**src/rtl/xps2_tx.sv**
```systemverilog
`default_nettype none
// ============================================================================
// xps2_tx : PS/2 host-to-device transmitter driving open-drain pad enables.
// Optional watchdog enabled by defining XPS2TX_TIMEOUT_EN.
// Revision: 1.0
// ============================================================================
module xps2_tx #(
    parameter int INHIBIT_CYCLES = 5000,
    parameter int TIMEOUT_CYCLES = 1000000
) (
    input  logic       clk,
    input  logic       rst,
    input  logic       sel,
    input  logic       we,
    input  logic [7:0] data_in,
    output logic [1:0] data_out,
    input  logic       ps2_clk_i,
    input  logic       ps2_data_i,
    output logic       ps2_clk_oe,
    output logic       ps2_data_oe
);
    localparam int               INH_W    = $clog2(INHIBIT_CYCLES);
    localparam logic [INH_W-1:0] INH_LAST = INH_W'(INHIBIT_CYCLES - 1);
    localparam logic [INH_W-1:0] INH_PRE  = INH_W'(INHIBIT_CYCLES - 2);

    if (INHIBIT_CYCLES < 2 || TIMEOUT_CYCLES < 1 || TIMEOUT_CYCLES > 1048576) begin : g_param_check
        $error("xps2_tx: parameter out of range");
    end

    typedef enum logic [2:0] {
        S_IDLE      = 3'd0,
        S_INHIBIT   = 3'd1,
        S_REQ       = 3'd2,
        S_SHIFT     = 3'd3,
        S_ACK       = 3'd4,
        S_WAIT_IDLE = 3'd5
    } state_t;

    state_t           state_q;
    logic [1:0]       clk_sync_q;
    logic [1:0]       data_sync_q;
    logic             clk_last_q;
    logic             fall_q;
    logic [9:0]       frame_q;
    logic [3:0]       bit_q;
    logic [INH_W-1:0] inh_q;
    logic             busy_q;
    logic             err_q;
    logic             clk_oe_q;
    logic             data_oe_q;
    logic             accept;
    logic             parity_d;
    logic             wd_hit;

    assign accept      = sel & we & ~busy_q;
    assign parity_d    = ~^data_in;
    assign data_out    = {err_q, busy_q};
    assign ps2_clk_oe  = clk_oe_q;
    assign ps2_data_oe = data_oe_q;

    // Idle line level is high, so the synchronizers reset to 1 to avoid a false edge.
    always_ff @(posedge clk or posedge rst) begin
        if (rst) begin
            clk_sync_q  <= 2'b11;
            data_sync_q <= 2'b11;
            clk_last_q  <= 1'b1;
            fall_q      <= 1'b0;
        end else begin
            clk_sync_q  <= {clk_sync_q[0], ps2_clk_i};
            data_sync_q <= {data_sync_q[0], ps2_data_i};
            clk_last_q  <= clk_sync_q[1];
            fall_q      <= clk_last_q & ~clk_sync_q[1];
        end
    end

`ifdef XPS2TX_TIMEOUT_EN
    localparam logic [19:0] WD_LAST = 20'(TIMEOUT_CYCLES - 1);
    logic [19:0] wd_q;
    logic        wd_active;

    assign wd_active = (state_q == S_REQ) || (state_q == S_SHIFT) ||
                       (state_q == S_ACK) || (state_q == S_WAIT_IDLE);
    assign wd_hit    = wd_active && (wd_q == WD_LAST);

    // Held at zero through INHIBIT so the count starts at INHIBIT exit.
    always_ff @(posedge clk or posedge rst) begin
        if (rst) begin
            wd_q <= 20'd0;
        end else if (accept || state_q == S_INHIBIT) begin
            wd_q <= 20'd0;
        end else if (wd_active && !wd_hit) begin
            wd_q <= wd_q + 20'd1;
        end
    end
`else
    assign wd_hit = 1'b0;
`endif

    always_ff @(posedge clk or posedge rst) begin
        if (rst) begin
            state_q   <= S_IDLE;
            frame_q   <= 10'd0;
            bit_q     <= 4'd0;
            inh_q     <= '0;
            busy_q    <= 1'b0;
            err_q     <= 1'b0;
            clk_oe_q  <= 1'b0;
            data_oe_q <= 1'b0;
        end else if (wd_hit) begin
            state_q   <= S_IDLE;
            busy_q    <= 1'b0;
            err_q     <= 1'b1;
            clk_oe_q  <= 1'b0;
            data_oe_q <= 1'b0;
        end else begin
            case (state_q)
                S_IDLE: begin
                    clk_oe_q  <= 1'b0;
                    data_oe_q <= 1'b0;
                    if (accept) begin
                        frame_q  <= {1'b1, parity_d, data_in};
                        err_q    <= 1'b0;
                        busy_q   <= 1'b1;
                        inh_q    <= '0;
                        bit_q    <= 4'd0;
                        clk_oe_q <= 1'b1;
                        state_q  <= S_INHIBIT;
                    end
                end
                S_INHIBIT: begin
                    inh_q <= inh_q + INH_W'(1);
                    if (inh_q == INH_PRE) begin
                        data_oe_q <= 1'b1;
                    end
                    if (inh_q == INH_LAST) begin
                        clk_oe_q <= 1'b0;
                        state_q  <= S_REQ;
                    end
                end
                S_REQ: begin
                    if (fall_q) begin
                        data_oe_q <= ~frame_q[0];
                        bit_q     <= 4'd1;
                        state_q   <= S_SHIFT;
                    end
                end
                // frame_q[9] is the stop bit, so the 10th edge releases the line.
                S_SHIFT: begin
                    if (fall_q) begin
                        data_oe_q <= ~frame_q[bit_q];
                        if (bit_q == 4'd9) begin
                            state_q <= S_ACK;
                        end else begin
                            bit_q <= bit_q + 4'd1;
                        end
                    end
                end
                S_ACK: begin
                    if (fall_q) begin
                        err_q   <= data_sync_q[1];
                        state_q <= S_WAIT_IDLE;
                    end
                end
                S_WAIT_IDLE: begin
                    if (clk_sync_q[1] && data_sync_q[1]) begin
                        busy_q  <= 1'b0;
                        state_q <= S_IDLE;
                    end
                end
                default: begin
                    state_q <= S_IDLE;
                end
            endcase
        end
    end
endmodule
`default_nettype wire
```
**config.mk**
```make
export PLATFORM = sky130hd
export DESIGN_NAME = xps2_tx
export DESIGN_NICKNAME = d
export VERILOG_FILES = /design/src/rtl/xps2_tx.sv
export SDC_FILE = /design/constraint.sdc
export NUM_CORES = 1
export LEC_CHECK = 0
export ABC_AREA = 1
export CORE_MARGIN = 2
export CORE_UTILIZATION = 55
export DETAILED_ROUTE_END_ITERATION = 8
export DONT_BUFFER_PORTS = 1
export PLACE_DENSITY = 0.7
export SYNTH_ARGS = -nofsm -noshare
export SYNTH_HDL_FRONTEND = slang
export SYNTH_SLANG_ARGS = --single-unit
```
**constraint.sdc**
```tcl
create_clock -name clk -period 1.52 [get_ports clk]
set_input_delay 0.304 -clock clk [delete_from_list [all_inputs] [get_ports clk]]
set_output_delay 0.304 -clock clk [all_outputs]
set_load 0.01 [all_outputs]
```
==> results.md <==
- # IOs: 18
- Slew @ Worst Pin: 0.3155 ns
- DR WL/cell: between 10 and 15 um
- Share of layout cells above drive strength 1: 15.07%
- HPWL Detailed: 3142 um
- Longest Clk Path Bufs: 2
- Period utilization: 93.40%
- Die Span X: 67.10 um
- Maximum clock frequency: 704.4 MHz
- RSZ-0062 raised after global routing: no
- Worst slew margin: 78.81%
- DR iter-0 viols: 96
- Post-synthesis instance total: 280
- Final-layout fill cell count: 337
- Main combinational cell family by area after synthesis: simple AND/OR/NAND/NOR gates
- Critical Path End Type: register
- Synthesized flop and latch total: 40
- Global-route wire length before repair: around 7500 um
- Max_cap viols: 0
- CP Max Fanout: 5
- Final wirelength: 4173 um
- Yosys warnings: 0
- Placed cell areas: approximately 2300 sq um
- Clk_skew: between 0.006 and 0.007 ns
- Post-synthesis cell type count: 26
- Chip height: 67.10 um
- Vias in the first global route: approximately 1800
- Register area: 1007 sq um
- Fraction of synthesized cell area in xor and xnor cells: ~4%
- Simple-Gate Fraction of Synth Area: roughly 30%
- Clock Sinks: 40
- Crit start category: register
- Multiplexer share of the synthesized area: 0%
- Setup-violating endpoint count in the final report: 0
- Worst hold path class: in -> reg
- Final Max Tran Viols: 0
- Layout Utilization: 64.20%
- Area growth from synthesis to layout: 9.772%
- Compound-Gate Fraction of Synth Area: 9.429%
- Hold Vio Cnt, Final: 0
- H-tree level count: 2
- Via/cell ratio: 5.203
- Clock slew at reported path FFs: 0.08 ns
- Grt ovf: 0
- Core area: 3744 sq um
- Static Leakage: 1.140 nW
- Mapped Nets: approximately 300
- Post-route ant nets: 0
- Mapped Area: 2190 sq um
- Initial antenna violation count: 0
- # diodes: 0
- PortBufs: 0
- P per Cell Area: 1769 nW/um^2
- CTS root buffer: clkbuf_8
- Peak supply drop: 0.8534 mV
- Mean area per synthesized cell: just under 8 sq um
- DRC: 0
- Via count: 1769
- Setup TNS: 0 ns
- Post-layout nets: around 310
- Post-Synth Adder-Cell Area: 2.286%
- Multi-input logic area: between 1000 and 1500 sq um
- Worst Path Arrival: 1.63 ns
- Critical Setup Path Class: reg -> reg
- WP data required: 1.73 ns
- Number of cell rows: 22
- Status: finished clean
- Pin count of the biggest net entering global routing: 41
- Starting density of the core: 58.49%
- Full die area: 4502 sq um
- CTS tree: yes
- Num CTS Buffers: 5
- Crit path time final: 1.420 ns
- First drt pass iteration count: 5
- Seq/Total Area, Yosys: between 40% and 50%
- Fin area: 2404 sq um
- Final Wtd Congestion: 0.8584
- Worst-Skew Late Latency: 0.29 ns
- GRT Total Usage: 22.01%
==> worst max-delay path: stages, from the launching register on <==
cell     delay (ns)
dfrtp_1        0.45
ha_1           0.21
inv_1          0.11
nor2_4         0.14
nand2_1        0.12
nor3_2         0.17
nand2_1        0.07
o21ai_0        0.07
==> registers in the layout, summed over array words and instances (netlist names) <==
signal and cells:
inh_q 13, busy_q 1, frame_q 10, data_sync_q 2, ps2_clk_oe 1, bit_q 4
clk_sync_q 2, fall_q 1, err_q 1, state_q 3, ps2_data_oe 1, clk_last_q 1
==> cells in the final DEF, fill, tap and decap left out, drive strengths merged <==
master       count
nand2           69
inv             40
dfrtp           35
nor2            31
o21ai           29
nand3           28
nor3             8
a21oi            7
clkbuf           6
buf              6
xor2             5
xnor2            5
dfstp            5
nand4            4
ha               4
o22ai            3
dlygate4sd3      3
clkinv           2
o211ai           1
or2              1
==> synthesized netlist by cell type <==
cell      instances  area, sq um
dfstp_2           5        131.4
nand2_2           5        31.28
nor2_1           23        86.33
nand3_1          27        135.1
ha_1              4        50.05
or2_2             1        6.260
nor2_2            5        31.28
buf_2             1        5.000
dfrtp_1          35        875.8
nand4_1           4        25.02
o211ai_1          1        7.510
nand2_1          64        240.2
buf_4             3        22.52
buf_6             1        11.26
o21ai_0          24        120.1
inv_2             6        22.52
nor3_1            6        30.03
o22ai_1           3        18.77
xnor2_1           5        43.79
o21ai_1           5        25.02
nor3_2            2        20.02
xor2_1            5        43.79
inv_1            34        127.6
a21oi_1           7        35.03
nor2_4            3        33.78
nand3_2           1        10.01
==> repair_timing <==
item,in CTS,in global routing
endpoints found under the hold margin,37,0
endpoints found under the setup margin,0,16
hold buffers,3,0
gates resized for setup,0,4
buffers inserted,0,0
==> layout make-up <==
class                           instances  area share [%]
Clock buffer                            6           3.436
Clock inverter                          2          0.4164
Inverter                               40           6.351
Multi-Input combinational cell        195           41.75
Sequential cell                        40           41.91
Tap cell                               48           2.499
Timing Repair Buffer                    9           3.644
==> metrics by stage <==
step | worst slack, ns | total power [mW] | hold WS (ns) | cells
after floorplan | 0.2112 | 3.089 | 0.3085 | 280
after global placement | 0.09548 | 3.492 | 0.2655 | 329
after detailed placement | 0.08416 | 3.524 | 0.2761 | 329
after CTS | 0.06831 | 4.269 | 0.1204 | 340
after global routing | 0.00009193 | 4.635 | 0.1245 | 340
final | 0.1003 | 4.252 | 0.1262 | 340
==> logic make-up (layout without fill, tap and decap cells) <==
group / after synthesis / after routing
xor gates and xnor gates: 10 / 10
adders and majority gates: 4 / 4
buffers and inverters: 45 / 57
DFF: 40 / 40
and+or+nand+nor: 141 / 141
AOI/OAI and AO/OA: 40 / 40
==> power by group <==
group          internal [mW]  switching, mW
clock                  0.362          0.359
sequential              1.44          0.331
combinational          0.623           1.13
total                   2.43           1.82
==> routing by layer <==
metal | vias to the layer above | global-route usage, % | wire length, um
li1 | 915 | - | -
met1 | 826 | 27.48 | 1953
met2 | 24 | 37.38 | 2061
met3 | 4 | 5.236 | 113
met4 | 0 | 6.888 | 45
met5 | - | 0 | 0
==> path summary, 6_finish.rpt <==
kind,from,to,slack [ns],depth (start not counted)
max,inh_q[0],inh_q[8],0.10,7
min,data_in[0],frame_q[0],0.13,2
max reg2reg,inh_q[0],inh_q[8],0.10,7
min reg2reg,clk_sync_q[0],clk_sync_q[1],0.36,0
max in group asynchronous,rst,clk_sync_q[0],0.75,3
min in group asynchronous,rst,ps2_clk_oe,0.51,3
No activity file was read; power rests on OpenSTA's default activity.
